[src/rtl/fetch_queue_if.sv]
// Instruction-bus bundle between the fetch front end (master) and the memory system (slave).
// Split handshake: addr_ok accepts the request, data_ok returns the instruction.
interface fetch_queue_if;
  logic        ireq_valid;
  logic [31:0] ireq_addr;
  logic        iresp_addr_ok;
  logic        iresp_data_ok;
  logic [31:0] iresp_data;

  modport master (
    output ireq_valid,
    output ireq_addr,
    input  iresp_addr_ok,
    input  iresp_data_ok,
    input  iresp_data
  );

  modport slave (
    input  ireq_valid,
    input  ireq_addr,
    output iresp_addr_ok,
    output iresp_data_ok,
    output iresp_data
  );
endinterface

[src/rtl/fetch_queue.sv]
// Sequential instruction fetch with one outstanding bus request and a DEPTH-entry FIFO to decode.
// Redirects flush the FIFO and drop any in-flight response; misaligned PCs yield an error entry.
module fetch_queue #(
  parameter logic [31:0] RESET_PC = 32'hbfc0_0000,
  parameter int unsigned DEPTH    = 4
) (
  input  logic                 clk,
  input  logic                 reset,
  fetch_queue_if.master        ibus,
  input  logic                 redirect_valid,
  input  logic [31:0]          redirect_pc,
  output logic                 out_valid,
  input  logic                 out_ready,
  output logic [31:0]          out_pc,
  output logic [31:0]          out_instr,
  output logic                 out_err
);

  localparam int unsigned AW = $clog2(DEPTH);
  localparam int unsigned PW = AW + 1;

  typedef enum logic [1:0] {StIdle, StReq, StWait} state_e;

  state_e        state_q, state_d;
  logic [31:0]   fetch_pc_q, fetch_pc_d;
  logic [31:0]   req_addr_q, req_addr_d;
  logic [PW-1:0] wptr_q, wptr_d;
  logic [PW-1:0] rptr_q, rptr_d;
  logic          drop_q, drop_d;
  logic          halted_q, halted_d;

  logic [31:0]   pc_mem    [DEPTH];
  logic [31:0]   instr_mem [DEPTH];
  logic          err_mem   [DEPTH];

  logic          push;
  logic [31:0]   push_pc;
  logic [31:0]   push_instr;
  logic          push_err;
  logic          pop;
  logic          resp_done;
  logic          empty;
  logic          full;

  assign empty = (wptr_q == rptr_q);
  assign full  = (wptr_q[AW] != rptr_q[AW]) && (wptr_q[AW-1:0] == rptr_q[AW-1:0]);
  assign pop   = !empty && out_ready;

  assign ibus.ireq_addr = req_addr_q;

  always_comb begin
    state_d         = state_q;
    fetch_pc_d      = fetch_pc_q;
    req_addr_d      = req_addr_q;
    drop_d          = drop_q;
    halted_d        = halted_q;
    push            = 1'b0;
    push_pc         = fetch_pc_q;
    push_instr      = 32'd0;
    push_err        = 1'b0;
    resp_done       = 1'b0;
    ibus.ireq_valid = 1'b0;

    unique case (state_q)
      StIdle: begin
        if (!halted_q && !full) begin
          if (fetch_pc_q[1:0] != 2'b00) begin
            push     = 1'b1;
            push_err = 1'b1;
            halted_d = 1'b1;
          end else begin
            req_addr_d = fetch_pc_q;
            state_d    = StReq;
          end
        end
      end
      StReq: begin
        ibus.ireq_valid = 1'b1;
        if (ibus.iresp_addr_ok) begin
          if (ibus.iresp_data_ok) begin
            resp_done = 1'b1;
            state_d   = StIdle;
          end else begin
            state_d = StWait;
          end
        end
      end
      StWait: begin
        if (ibus.iresp_data_ok) begin
          resp_done = 1'b1;
          state_d   = StIdle;
        end
      end
      default: state_d = StIdle;
    endcase

    if (resp_done) begin
      drop_d = 1'b0;
      if (!drop_q) begin
        push       = 1'b1;
        push_pc    = req_addr_q;
        push_instr = ibus.iresp_data;
        fetch_pc_d = req_addr_q + 32'd4;
      end
    end

    // A redirect overrides everything; an outstanding request stays on the bus but its data is
    // discarded, including a response landing in this very cycle.
    if (redirect_valid) begin
      fetch_pc_d = redirect_pc;
      halted_d   = 1'b0;
      push       = 1'b0;
      if (state_q == StIdle) begin
        state_d    = StIdle;
        req_addr_d = req_addr_q;
      end else begin
        drop_d = !resp_done;
      end
    end
  end

  always_comb begin
    wptr_d = push ? wptr_q + PW'(1) : wptr_q;
    rptr_d = pop ? rptr_q + PW'(1) : rptr_q;
    if (redirect_valid) begin
      wptr_d = wptr_q;
      rptr_d = wptr_q;
    end
  end

  always_ff @(posedge clk) begin
    if (reset) begin
      state_q    <= StIdle;
      fetch_pc_q <= RESET_PC;
      req_addr_q <= RESET_PC;
      wptr_q     <= '0;
      rptr_q     <= '0;
      drop_q     <= 1'b0;
      halted_q   <= 1'b0;
    end else begin
      state_q    <= state_d;
      fetch_pc_q <= fetch_pc_d;
      req_addr_q <= req_addr_d;
      wptr_q     <= wptr_d;
      rptr_q     <= rptr_d;
      drop_q     <= drop_d;
      halted_q   <= halted_d;
    end
  end

  always_ff @(posedge clk) begin
    if (push && !reset) begin
      pc_mem[wptr_q[AW-1:0]]    <= push_pc;
      instr_mem[wptr_q[AW-1:0]] <= push_instr;
      err_mem[wptr_q[AW-1:0]]   <= push_err;
    end
  end

  // Head is read straight from storage, so decode never sees a combinational path from the bus.
  assign out_valid = !empty;
  assign out_pc    = pc_mem[rptr_q[AW-1:0]];
  assign out_instr = instr_mem[rptr_q[AW-1:0]];
  assign out_err   = !empty && err_mem[rptr_q[AW-1:0]];

endmodule

[src/flat_wrapper.sv]
// flat-port wrapper written by rule: the top's interface ports become plain ports
module fetch_queue_flat 
#(
  parameter logic [31:0] RESET_PC = 32'hbfc0_0000,
  parameter int unsigned DEPTH    = 4
)
  (clk, reset, redirect_valid, redirect_pc, out_valid, out_ready, out_pc, out_instr, out_err, ibus_ireq_valid, ibus_ireq_addr, ibus_iresp_addr_ok, ibus_iresp_data_ok, ibus_iresp_data);
  fetch_queue_if ibus_i ();
  input  logic clk;
  input  logic reset;
  input  logic redirect_valid;
  input  logic [31:0] redirect_pc;
  output logic out_valid;
  input  logic out_ready;
  output logic [31:0] out_pc;
  output logic [31:0] out_instr;
  output logic out_err;
  output wire logic [$bits(ibus_i.ireq_valid)-1:0] ibus_ireq_valid;
  output wire logic [$bits(ibus_i.ireq_addr)-1:0] ibus_ireq_addr;
  input wire logic [$bits(ibus_i.iresp_addr_ok)-1:0] ibus_iresp_addr_ok;
  input wire logic [$bits(ibus_i.iresp_data_ok)-1:0] ibus_iresp_data_ok;
  input wire logic [$bits(ibus_i.iresp_data)-1:0] ibus_iresp_data;
  assign ibus_ireq_valid = ibus_i.ireq_valid;
  assign ibus_ireq_addr = ibus_i.ireq_addr;
  assign ibus_i.iresp_addr_ok = ibus_iresp_addr_ok;
  assign ibus_i.iresp_data_ok = ibus_iresp_data_ok;
  assign ibus_i.iresp_data = ibus_iresp_data;
  fetch_queue #(.RESET_PC(RESET_PC), .DEPTH(DEPTH)) u_core (.clk(clk), .reset(reset), .ibus(ibus_i), .redirect_valid(redirect_valid), .redirect_pc(redirect_pc), .out_valid(out_valid), .out_ready(out_ready), .out_pc(out_pc), .out_instr(out_instr), .out_err(out_err));
endmodule
[config.mk]
export PLATFORM = sky130hd
export DESIGN_NAME = fetch_queue_flat
export DESIGN_NICKNAME = d
export VERILOG_FILES = /design/src/rtl/fetch_queue_if.sv /design/src/rtl/fetch_queue.sv /design/src/flat_wrapper.sv
export SDC_FILE = /design/constraint.sdc
export NUM_CORES = 1
export LEC_CHECK = 0
export BUFFER_PORTS_ARGS = -buffer_cell sky130_fd_sc_hd__buf_2
export CORE_MARGIN = 10
export CORE_UTILIZATION = 51
export CTS_CLUSTER_SIZE = 16
export DETAILED_ROUTE_END_ITERATION = 6
export PLACE_DENSITY_LB_ADDON = 0.12
export REMOVE_ABC_BUFFERS = 1
export SLEW_MARGIN = 10
export SYNTH_ARGS = -nofsm -noshare
export SYNTH_HDL_FRONTEND = slang
export SYNTH_SLANG_ARGS = --single-unit
[constraint.sdc]
create_clock -name clk -period 3.24 [get_ports clk]
set_input_delay 0.162 -clock clk [delete_from_list [all_inputs] [get_ports clk]]
set_output_delay 0.162 -clock clk [all_outputs]
set_load 0.005 [all_outputs]
Word-level counts from Yosys, hierarchy flattened
Memory sizes are Yosys's and may differ from the RTL's. A register that Yosys moved wholly into a read port is not among the register bits.
Cells that the tools add are included.
{ "op_classes": {"bitwise_logic": 1, "n_addsub": 3, "n_mux": 43, "n_eq_ne": 7, "reduce_logical": 18} }
{ "op_table": {"columns": ["cell", "count"], "rows": [
  ["2-to-1 mux 32 bit", 12],
  ["adder 32 x 3 -> 32 bit, second input constant", 1],
  ["2-to-1 mux 2 bit", 13],
  ["2-to-1 mux 1 bit", 14],
  ["adder 3 x 1 -> 3 bit, second input constant", 2],
  ["2-to-1 mux 3 bit", 2],
  ["one-hot mux 2 bit (3 select lines)", 1],
  ["nonzero test 2 bit", 3],
  ["logical AND 1 bit", 5],
  ["zero test 1 bit", 5],
  ["!= test 2 bit, second input constant", 2],
  ["AND reduction 2 bit", 2],
  ["== test 3 bit", 1],
  ["AND reduction 3 bit", 1],
  ["== test 2 x 1 -> 1 bit, second input constant", 1],
  ["== test 2 bit", 1],
  ["== test 2 bit, second input constant", 1],
  ["zero test 2 bit", 1],
  ["one-hot mux 1 bit (2 select lines)", 1],
  ["OR reduction 2 bit", 1],
  ["!= test 1 bit", 1],
  ["inverter 1 bit", 1]
]} }
{ "word_totals": {"elab_cells": 82, "output_inout_bits": 99, "ramBits": 260, "register_bits": 74, "memories": 3} }
{ "mem_list": {"columns": ["memory", "depth", "word_bits", "rd", "rd_clocked_by_memory_dff", "write_ports", "line", "source"], "rows": [
  ["u_core.instr_mem", 4, 32, 1, 1, 1, "fetch_queue.sv:33", "logic [31:0] instr_mem [DEPTH];"],
  ["u_core.pc_mem", 4, 32, 1, 1, 1, "fetch_queue.sv:32", "logic [31:0] pc_mem [DEPTH];"],
  ["u_core.err_mem", 4, 1, 1, 1, 1, "fetch_queue.sv:34", "logic err_mem [DEPTH];"]
]} }

Logic depth before layout (Yosys ltp)
Gate-level depths: netlist of the first run.
{ "depth": {"depth_word": 12, "ltp_mapped": 9, "mapped_depth_nobuf": 7} }

Worst setup path before layout of the first run
No wires, ideal clock.
{ "synth_path": {"path_type": "register to register", "startpoint": "register u_core.state_q[1]", "endpoint": "memory u_core.err_mem[0] (enable)", "n_path_buf": 1, "t_arrival_ns": 2.852, "path_stages_with_launch": 8, "setup_ns": 0.430, "period_less_slack_ns": 3.282, "path_slack_ns": -0.042, "path_cell_list": "dfxtp_1 inv_1 ha_1 nand2_1 nor3_1 buf_2 or3_1 and3_1"} }
{ "synth_via": {"elab_chain_len": 8} }
{ "synth_lines": {"columns": ["element", "line", "source"], "rows": [
  ["start: declaration", "fetch_queue.sv:24", "state_e state_q, state_d;"],
  ["start signal: assignment", "fetch_queue.sv:133", "state_q <= StIdle;"],
  ["start signal: assignment", "fetch_queue.sv:141", "state_q <= state_d;"],
  ["zero test 2 bit", "fetch_queue.sv:64", "unique case (state_q)"],
  ["2-to-1 mux 1 bit", "fetch_queue.sv:64", null],
  ["2-to-1 mux 1 bit", "fetch_queue.sv:99", "if (!drop_q) begin"],
  ["2-to-1 mux 1 bit *", "fetch_queue.sv:97", "if (resp_done) begin"],
  ["2-to-1 mux 1 bit *", "fetch_queue.sv:109", "if (redirect_valid) begin"],
  ["logical AND 1 bit *", "fetch_queue.sv:152", "if (push && !reset) begin"],
  ["2-to-1 mux 1 bit *", "fetch_queue.sv:152", null],
  ["2-to-1 mux 1 bit (not written as such) *", "fetch_queue.sv:155", "err_mem[wptr_q[AW-1:0]] <= push_err;"],
  ["end: declaration", "fetch_queue.sv:34", null]
]} }
Every way passes the cells marked *; elsewhere a longest branch is shown, timed or not.

Worst setup path after layout of the first run
{ "layout_path": {"startpoint": "register u_core.state_q[1]", "endpoint": "register u_core.fetch_pc_q[20]"} }
{ "layout_via": {"elab_chain_len": 4} }
{ "layout_lines": {"columns": ["element", "line", "source"], "rows": [
  ["== test 2 bit or == test 2 x 1 -> 1 bit (tied branches)", "fetch_queue.sv:64", null],
  ["one-hot mux 1 bit (2 select lines) *", "fetch_queue.sv:64", null],
  ["nonzero test 2 bit (no line) *", null, null],
  ["AND reduction 2 bit (no line) *", null, null],
  ["end signal: assignment", "fetch_queue.sv:142", "fetch_pc_q <= fetch_pc_d;"],
  ["end: declaration", "fetch_queue.sv:25", "logic [31:0] fetch_pc_q, fetch_pc_d;"]
]} }
Marked as above.
A chain may end at the register's enable or synchronous reset.

==> results of run 1 <==
[routing by layer]
metal	vias up	track usage	wire, um
li1	3891	-	-
met1	4146	0.248	13500
met2	250	0.300	15100
met3	48	0.0397	2110
met4	0	0.0531	697
met5	-	0	0
[sequential cells by signal, summed over array words and instances, names as in the netlist, named ones only]
register	flops
u_core.drop_q	1
u_core.wptr_q	3
u_core.pc_mem	128
u_core.instr_mem	128
u_core.ibus.ireq_addr	32
u_core.halted_q	1
u_core.state_q	2
u_core.rptr_q	3
u_core.err_mem	4
u_core.fetch_pc_q	32
[synthesized netlist by cell type (4+ instances only)]
master,number
o21ai_0,10
nand3_1,9
a211oi_1,5
xor2_1,15
edfxtp_1,260
ha_1,10
nor2b_1,4
dfxtp_1,76
mux4_2,65
inv_1,7
nor3b_1,4
and2_1,36
clkbuf_1,31
nor2_1,22
nor3_1,9
buf_2,19
o21a_1,9
xnor2_1,18
o21ai_1,9
a211o_1,8
nand3b_1,10
and3_1,6
a21oi_1,35
o22ai_1,13
nand4_1,12
nand2_1,193
[cells in the final DEF (no fill, tap or decap), types with 12 or more instances in the layout]
| cell type | Yosys | layout |
|---|---|---|
| edfxtp_1 | 260 | 260 |
| nand2_1 | 193 | 193 |
| buf_2 | 19 | 168 |
| dfxtp_1 | 76 | 74 |
| mux4_2 | 65 | 65 |
| clkbuf_16 | 0 | 37 |
| and2_1 | 36 | 36 |
| a21oi_1 | 35 | 35 |
| dlygate4sd3_1 | 0 | 31 |
| nor2_1 | 22 | 22 |
| buf_4 | 2 | 19 |
| xnor2_1 | 18 | 18 |
| xor2_1 | 15 | 15 |
| o22ai_1 | 13 | 13 |
| nand4_1 | 12 | 12 |
[layout make-up]
| cell class | count | area (sq um) |
|---|---|---|
| inverter | 8 | 30.0 |
| clock inverter | 19 | 254 |
| tap | 335 | 419 |
| clock buffer | 47 | 983 |
| sequential | 336 | 9340 |
| fill | 1975 | 9670 |
| multi-input combinational | 532 | 4080 |
| timing repair buffer | 225 | 1430 |
[worst min path at each step]
stage,from,end
2_1_floorplan,reset,u_core.fetch_pc_q[20]$_SDFFE_PP0P_
3_3_place_gp,redirect_pc[0],u_core.fetch_pc_q[0]$_SDFFE_PP0P_
3_5_place_dp,redirect_pc[0],u_core.fetch_pc_q[0]$_SDFFE_PP0P_
4_1_cts,ibus_iresp_data[18],u_core.instr_mem[2][18]$_DFFE_PP_
5_1_grt,ibus_iresp_data[18],u_core.instr_mem[2][18]$_DFFE_PP_
6_report,ibus_iresp_data[18],u_core.instr_mem[2][18]$_DFFE_PP_
[where the power goes]
part	internal [uW]	switching (uW)
Combinational	369	400
Sequential	4720	120
Clock	2630	1610
[metrics by stage]
stage                     utilization  hold WS (ps)  setup slack [ps]  area (sq um)
after floorplan                     -           227             -3080         13400
after global placement          0.572           416               726         15000
after detailed placement        0.572           428               685         15000
after CTS                       0.631         0.309               627         16500
after global routing            0.631          18.6               469         16500
final                           0.631          12.2               630         16500
[repair_timing]
action | CTS | global route
endpoints found under the hold margin | 61 | 0
setup buffers | 0 | 0
hold buffers | 31 | 0
[cell families (layout without fill, tap and decap cells)]
logic type / count (synthesis) / in the layout / synth area share
flops: 336 / 336 / 0.683
mux: 68 / 68 / 0.110
fa+ha+maj: 10 / 10 / 0.00917
compound gates: 104 / 104 / 0.0478
xor+xnor: 33 / 33 / 0.0212
buf+inv: 62 / 299 / 0.0193
simple gates: 317 / 317 / 0.110
==> reports/metrics.yaml, run 1 <==
outcome:
  status: "completed"
floorplan:
  die_area_sq_um: 33700
  initial_utilization: 0.521
  die_h_um: 184
  rows: 59
  ios: 169
  core_area_sq_um: 26200
  die_w_um: 184
sta:
  finalSetupTns_ps: 0
  slew-limit-headroom: 0.461
  period_share: 0.806
  hold_viol: 0
  period_needed_ps: 2610
  report.final.slew_viol_count: 0
  max_freq_ghz: 0.383
  skew_ps: 14.1
  rsz0062_at_grt: "false"
  tightest_slew_ps: 809
  setup_viol: 0
logic_synthesis:
  syn_area_per_cell_sq_um: 14.7
  ys_warn_count: 0
  ys_seq_area_frac: 0.683
  yosysTopAreaCellShare: 0.572
  async_reset_ff_frac: 0
  synth_area_leaders: "edfxtp_1 57%, dfxtp_1 11%, mux4_2 11%, nand2_1 5.3%, and2_1 1.6%"
  synth_area_sq_um: 13700
  synth_edf_count: 260
  synthFlopType: "edfxtp_1"
  ys_ff_latch: 336
  netlist_instances: 930
  ys_types: 49
  yosys.area.top_type: "edfxtp_1"
detailed_routing:
  drcViolationCount: 0
  ant_nets: 0
  vias: 8335
  drtPass1Iterations: 5
  wl_per_cell_um: 20.9
  routed_wl_um: 31300
  viasPerCell: 5.55
  first_iter_violations: 480
critical_path:
  required_ps: 3660
  crit_family: "simple AND/OR/NAND/NOR gates"
  r2r_end: "u_core.fetch_pc_q[20]$_SDFFE_PP0P_"
  path_cells: "inv_1 > ha_1 > nand2_1 > or3_2 > nor2_2 > a211oi_1 > a211oi_2"
  r2r_start: "u_core.state_q[1]$_SDFF_PP0_"
  arrival_ps: 3030
  worstSetupStartpoint: "u_core.state_q[1]$_SDFF_PP0_"
  cp-endpoint: "u_core.fetch_pc_q[20]$_SDFFE_PP0P_"
  ff2ff_path_depth: 7
  critical_path.slowest_cell: "or3_2"
  cp.depth: 7
  max_stage_delay_ps: 740
  critPathMaxFanout: 28
  criticalPathCategory: "reg2reg"
  cp-end-kind: "register"
  startpoint_type: "register"
  crit_buf_inv: 1
  regToRegSetupSlack_ps: 630
clocking:
  cts_tree: "done"
  cts-htree-levels: 2
  post_cts_resize_count: 0
  numCtsBuffers: 36
  cts_sinks: 336
  clk_path_buf_depth: 3
  clock_latency_ps: 520
  cts-root-buf: "clkbuf_16"
  clk_pin_slew_ps: 60
global_route:
  grt_pass1_vias: 8618
  track_usage: 0.185
  gr-total-overflow: 0
  grt_antenna_before_repair: 0
  grt_first_pass_wirelength_um: 48900
  grt_max_degree: 74
hold_path:
  worstHoldPathType: "in2reg"
  hold_depth: 2
place:
  routabilityCongestion: 0.819
  dp_hpwl_um: 20200
  post-place-cells: 1405
  numPortBuffers: 168
final_layout:
  antennaDiodeCount: 0
  area_growth_pct: 21.2
  layout-drive-gt1-share: 0.285
  nets: 1219
  final_cells: 1502
pwr:
  p_leak_uw: 0.00630
  peakVddDrop_uv: 472
  power_uw: 9850
  p_per_area_nw_per_um2: 596
run:
  drv_cap: 0
(Power assumes the default switching activity.)
==> run 2, diff against run 1 <==
==> constraint.sdc (replaced) <==
create_clock -name clk -period 2.29 [get_ports clk]
set_input_delay 0.1145 -clock clk [delete_from_list [all_inputs] [get_ports clk]]
set_output_delay 0.1145 -clock clk [all_outputs]
set_load 0.005 [all_outputs]
==> reports/metrics.yaml, run 2 (synthesis results as in run 1) <==
outcome:
  status: "completed"
critical_path:
  worstSetupStartpoint: "u_core.state_q[0]$_SDFF_PP0_"
  r2r_end: "u_core.fetch_pc_q[13]$_SDFFE_PP0P_"
  max_stage_delay_ps: 560  # -180 ps
  regToRegSetupSlack_ps: 80  # -550 ps
  criticalPathCategory: "reg2reg"
  ff2ff_path_depth: 8  # +1
  critPathMaxFanout: 11  # -61%
  startpoint_type: "register"
  required_ps: 2660  # -1000 ps
  path_cells: "inv_1 > ha_1 > nand2_1 > or3_2 > buf_4 > and3_1 > a21oi_1 > o22ai_1"
  critical_path.slowest_cell: "or3_2"
  cp-endpoint: "u_core.fetch_pc_q[13]$_SDFFE_PP0P_"
  r2r_start: "u_core.state_q[0]$_SDFF_PP0_"
  arrival_ps: 2580  # -450 ps
  cp-end-kind: "register"
clocking:
  cts-root-buf: "clkbuf_16"
  numCtsBuffers: 36  # unchanged
  clock_latency_ps: 510  # about the same
  clk_pin_slew_ps: 60  # about the same
  clk_path_buf_depth: 3  # unchanged
  cts_sinks: 336  # unchanged
  cts-htree-levels: 2  # unchanged
  cts_tree: "done"
sta:
  period_share: 0.963  # +0.158
  period_needed_ps: 2210  # -405 ps
  tightest_slew_ps: 606  # -203 ps
  slew-limit-headroom: 0.594  # +0.133
  hold_viol: 0  # unchanged
  report.final.slew_viol_count: 0  # unchanged
  rsz0062_at_grt: "false"
  setup_viol: 0  # unchanged
  max_freq_ghz: 0.453  # +18%
  skew_ps: 18.1  # +3.99 ps
run:
  drv_cap: 0  # unchanged
global_route:
  grt_pass1_vias: 8726  # +1.3%
  grt_first_pass_wirelength_um: 50900  # +4.2%
  grt_max_degree: 45  # -39%
  gr-total-overflow: 0  # unchanged
  grt_antenna_before_repair: 1  # +1
  track_usage: 0.194  # +0.00914
final_layout:
  layout-drive-gt1-share: 0.294  # +0.00887
  layout_commonest_cell: "edfxtp_1"
  area_growth_pct: 24.9
  fill_cells: 1913  # -3.1%
  nets: 1280  # +5.0%
  fin_area_sq_um: 17100  # +3.1%
  layout_common_cells: "260 x edfxtp_1, 193 x nand2_1, 168 x buf_2, 73 x dfxtp_1, 65 x mux4_2"
  antennaDiodeCount: 0  # unchanged
floorplan:
  die_h_um: 184  # unchanged
  core_area_sq_um: 26200  # unchanged
  initial_utilization: 0.521  # unchanged
  die_area_sq_um: 33700  # unchanged
  die_w_um: 184  # unchanged
  ios: 169  # unchanged
  rows: 59  # unchanged
pwr:
  power_uw: 13600  # +38%
  p_leak_uw: 0.00655  # +4.0%
  peakVddDrop_uv: 498  # +5.6%
  p_per_area_nw_per_um2: 796  # +34%
detailed_routing:
  drcViolationCount: 0  # unchanged
  ant_nets: 0  # unchanged
  viasPerCell: 5.49  # -0.98%
  drtPass1Iterations: 5  # unchanged
  routed_wl_um: 32900  # +5.0%
  vias: 8583  # +3.0%
  first_iter_violations: 770  # +60%
  wl_per_cell_um: 21.1  # +0.96%
place:
  dpl_cell_area_sq_um: 15300  # +2.0%
  routabilityCongestion: 0.849  # +3.7%
  dp_hpwl_um: 22100  # +9.5%
  numPortBuffers: 168  # unchanged
hold_path:
  worstHoldPathType: "in2reg"
[run 2: changes by cell type in the layout (fill, tap and decap cells not counted), moves of 2 or more]
cell,previous run,this run
buf_4,19,47
dlygate4sd3_1,31,58
buf_12,7,13
bufinv_16,6,1
clkbuf_1,8,12
clkinv_2,9,5
clkinv_1,2,5
clkbuf_16,37,39
inv_6,2,0
o21ai_0,10,8
o21ai_1,9,11
[run 2: critical path, delay by kind of cell (launching register included)]
family / cells / cell delay (ps)
AO/OA/AOI/OAI: 2 / 220
adder cells (fa/ha/maj): 1 / 290
buffers and inverters: 2 / 340
flip-flops: 1 / 400
AND/OR/NAND/NOR: 3 / 840
[run 2: metrics by stage]
stage	utilization	TNS, ps	cells	hold slack (ps)	setup WS (ps)
after global routing	0.651	0	1562	9.29	9.34
final	0.651	0	1562	5.49	84.3
after detailed placement	0.584	0	1435	371	9.63
after CTS	0.651	0	1562	3.24	22.4
after floorplan	-	-1632370	876	179	-4030
after global placement	0.584	0	1435	365	70.2
[run 2: worst min path at each step]
stage                              startpoint                                  to  slack [ps]  depth (start not counted)
after floorplan                         reset  u_core.fetch_pc_q[20]$_SDFFE_PP0P_         180                          1
after global placement         redirect_pc[0]   u_core.fetch_pc_q[0]$_SDFFE_PP0P_         360                          3
after detailed placement       redirect_pc[1]   u_core.fetch_pc_q[1]$_SDFFE_PP0P_         370                          3
after CTS                     redirect_pc[15]  u_core.fetch_pc_q[15]$_SDFFE_PP0P_           3                          4
after global routing      ibus_iresp_data[12]   u_core.instr_mem[3][12]$_DFFE_PP_           9                          2
final                     ibus_iresp_data[12]   u_core.instr_mem[1][12]$_DFFE_PP_           5                          2
[run 2: what timing repair did]
| item | CTS | global route |
|---|---|---|
| endpoints found under the setup margin | 5 | 160 |
| setup buffers | 4 | 0 |
| hold buffers | 58 | 0 |
| endpoints found under the hold margin | 139 | 0 |
| resized for setup | 1 | 3 |
[run 2: cell type report]
type,instances,area (sq um),area share
tap,335,419,0.0246
clock buffer,53,1050,0.0615
multi-input combinational,532,4090,0.240
inverter,8,30.0,0.00176
timing repair buffer,286,2030,0.119
sequential,336,9340,0.548
clock inverter,12,93.8,0.00550
[run 2: per-layer routing]
layer	global-route usage	part of all wire	vias to the layer above
met1	0.281	0.46	4253
li1	-	-	4007
met3	0.0370	0.063	33
met2	0.299	0.46	290
met4	0.0436	0.013	0
met5	0	0	-
[run 2: power breakdown]
part / internal [uW] / total (uW) / switching, uW / leakage [uW]
clock network: 3290 / 5510 / 2210 / 0.000556
logic: 610 / 1260 / 654 / 0.00273
registers: 6680 / 6810 / 129 / 0.00327
total: 10600 / 13600 / 3000 / 0.00655
==> run 3, diff against run 2 <==
==> constraint.sdc (replaced) <==
create_clock -name clk -period 2.29 [get_ports clk]
set_input_delay 0.458 -clock clk [delete_from_list [all_inputs] [get_ports clk]]
set_output_delay 0.458 -clock clk [all_outputs]
set_load 0.005 [all_outputs]
==> reports/metrics.yaml, run 3 (synthesis results as in run 1) <==
detailed_routing:
  ant_nets: 0  # unchanged
  drtPass1Iterations: 5  # unchanged
  first_iter_violations: 634  # -18%
  vias: 8428  # -1.8%
  wl_per_cell_um: 21.8  # +3.6%
  drcViolationCount: 0  # unchanged
  viasPerCell: 5.56  # +1.2%
  routed_wl_um: 33100  # +0.57%
clocking:
  ctsHoldBuffers: 0  # -100%
  cts_sinks: 336  # unchanged
  clk_path_buf_depth: 3  # unchanged
  clk_pin_slew_ps: 60  # about the same
  cts-root-buf: "clkbuf_16"
  cts-htree-levels: 2  # unchanged
  cts_tree: "done"
  clock_latency_ps: 500  # about the same
  numCtsBuffers: 34  # -5.6%
final_layout:
  area_growth_pct: 23.4
  layout-drive-gt1-share: 0.315  # +0.0208
  layout_commonest_cell: "edfxtp_1"
  fill_cells: 1923  # +0.52%
  layout_common_cells: "260 x edfxtp_1, 193 x nand2_1, 149 x buf_2, 73 x dfxtp_1, 65 x mux4_2"
  multiInputGateArea_sq_um: 4110  # +0.61%
  final_cells: 1516  # -2.9%
  antennaDiodeCount: 0  # unchanged
  nets: 1236  # -3.4%
  seq_area_sq_um: 9340  # unchanged
place:
  pre_cts_ws_ps: -12.9  # -22.6 ps
  dp_hpwl_um: 22700  # +2.6%
  post-place-cells: 1437  # +0.14%
  numPortBuffers: 168  # unchanged
  routabilityCongestion: 0.858  # +1.1%
sta:
  setup_viol: 28  # +28
  slew-limit-headroom: 0.604  # +0.0103
  skew_ps: 12.4  # -5.74 ps
  period_share: 1.02  # +0.0596
  layout_setup_ws_ps: -52.2  # -136 ps
  tightest_slew_ps: 594  # -11.8 ps
  max_freq_ghz: 0.427  # -5.8%
  period_needed_ps: 2340  # +136 ps
  whs_ps: 217  # +211 ps
  hold_viol: 0  # unchanged
  rsz0062_at_grt: "true"
  report.final.slew_viol_count: 0  # unchanged
critical_path:
  criticalPathCategory: "reg2out"
  arrival_ps: 1880  # -700 ps
  critPathMaxFanout: 6  # -5
  regToRegSetupSlack_ps: 160  # +80 ps
  r2r_start: "u_core.state_q[0]$_SDFF_PP0_"
  r2r_end: "u_core.instr_mem[3][0]$_DFFE_PP_"
  cp-end-kind: "primary output"
  startpoint_type: "register"
  ff2ff_path_depth: 7  # -1
  required_ps: 1830  # -830 ps
  cp-endpoint: "out_pc[27]"
global_route:
  grt_antenna_before_repair: 0  # -1
  gr-total-overflow: 0  # unchanged
  grt_pass1_vias: 8543  # -2.1%
  track_usage: 0.195  # +0.000838
  grt_max_degree: 56  # +24%
  grt_first_pass_wirelength_um: 51300  # +0.83%
outcome:
  violations: "setup timing"
  status: "finished, violations left"
pwr:
  power_uw: 13100  # -3.3%
  p_leak_uw: 0.00643  # -1.8%
  peakVddDrop_uv: 466  # -6.5%
  p_per_area_nw_per_um2: 780  # -2.1%
floorplan:
  ios: 169  # unchanged
  core_area_sq_um: 26200  # unchanged
  rows: 59  # unchanged
  die_area_sq_um: 33700  # unchanged
  initial_utilization: 0.521  # unchanged
  die_w_um: 184  # unchanged
  die_h_um: 184  # unchanged
run:
  drv_cap: 0  # unchanged
hold_path:
  worstHoldPathType: "in2reg"
-- run 3: cell types whose count changed in the layout (fill, tap and decap cells not counted), moves of 2 or more --
| cell | before | now |
|---|---|---|
| dlygate4sd3_1 | 58 | 0 |
| buf_6 | 0 | 22 |
| buf_2 | 168 | 149 |
| buf_12 | 13 | 25 |
| buf_4 | 47 | 41 |
| buf_16 | 0 | 3 |
| clkinv_1 | 5 | 8 |
| buf_8 | 0 | 2 |
| clkbuf_16 | 39 | 37 |
| clkbuf_8 | 2 | 0 |
| or3_4 | 0 | 2 |
-- run 3: how the worst min path moves through the flow --
stage	start	end	slack, ps	cells past startpoint
global route	redirect_pc[0]	u_core.fetch_pc_q[0]$_SDFFE_PP0P_	210	3
CTS	redirect_pc[0]	u_core.fetch_pc_q[0]$_SDFFE_PP0P_	200	3
global placement	u_core.fetch_pc_q[16]$_SDFFE_PP0P_	u_core.ibus.ireq_addr[16]$_SDFFE_PP0P_	450	2
finish	redirect_pc[1]	u_core.fetch_pc_q[1]$_SDFFE_PP0P_	220	3
floorplan	u_core.fetch_pc_q[11]$_SDFFE_PP0P_	u_core.ibus.ireq_addr[11]$_SDFFE_PP0P_	430	2
detailed placement	u_core.fetch_pc_q[3]$_SDFFE_PP0P_	u_core.ibus.ireq_addr[3]$_SDFFE_PP0P_	450	2
-- run 3: per-layer routing --
layer | GRT usage | wire, um | vias to the layer above
li1 | - | - | 3932
met1 | 0.275 | 14900 | 4173
met5 | 0 | 0 | -
met3 | 0.0460 | 2170 | 38
met2 | 0.302 | 15500 | 285
met4 | 0.0439 | 503 | 0
-- run 3: final cells by class --
| class | count | area share |
|---|---|---|
| Multi-Input combinational cell | 532 | 0.244 |
| Sequential cell | 336 | 0.554 |
| Clock inverter | 14 | 0.00386 |
| Timing Repair Buffer | 244 | 0.117 |
| Clock buffer | 47 | 0.0547 |
| Tap cell | 335 | 0.0249 |
| Inverter | 8 | 0.00178 |
-- run 3: power breakdown --
part	internal (uW)	switching (uW)
Clock	2820	2170
Sequential	6680	115
Combinational	672	690
Total	10200	2970
-- run 3: critical path, cell delays in order, from the launching register on --
cell     delay (ps)
dfxtp_4         380
buf_12          150
buf_12          130
mux4_2          570
buf_6           150
-- run 3: what timing repair did --
action,CTS,global route
setup buffers,7,7
gates cloned,3,2
endpoints found under the setup margin,68,435
gates resized for setup,17,27
pin swaps,1,1
-- run 3: through the flow --
| step | instance area (sq um) | TNS [ps] | utilization |
|---|---|---|---|
| 4_1_cts | 16600 | -2300 | 0.634 |
| 3_3_place_gp | 15400 | 0 | 0.588 |
| 3_5_place_dp | 15400 | -97.7 | 0.588 |
| 5_1_grt | 16800 | -3550 | 0.643 |
| 6_report | 16800 | -564 | 0.643 |
| 2_1_floorplan | 13400 | -1654700 | - |
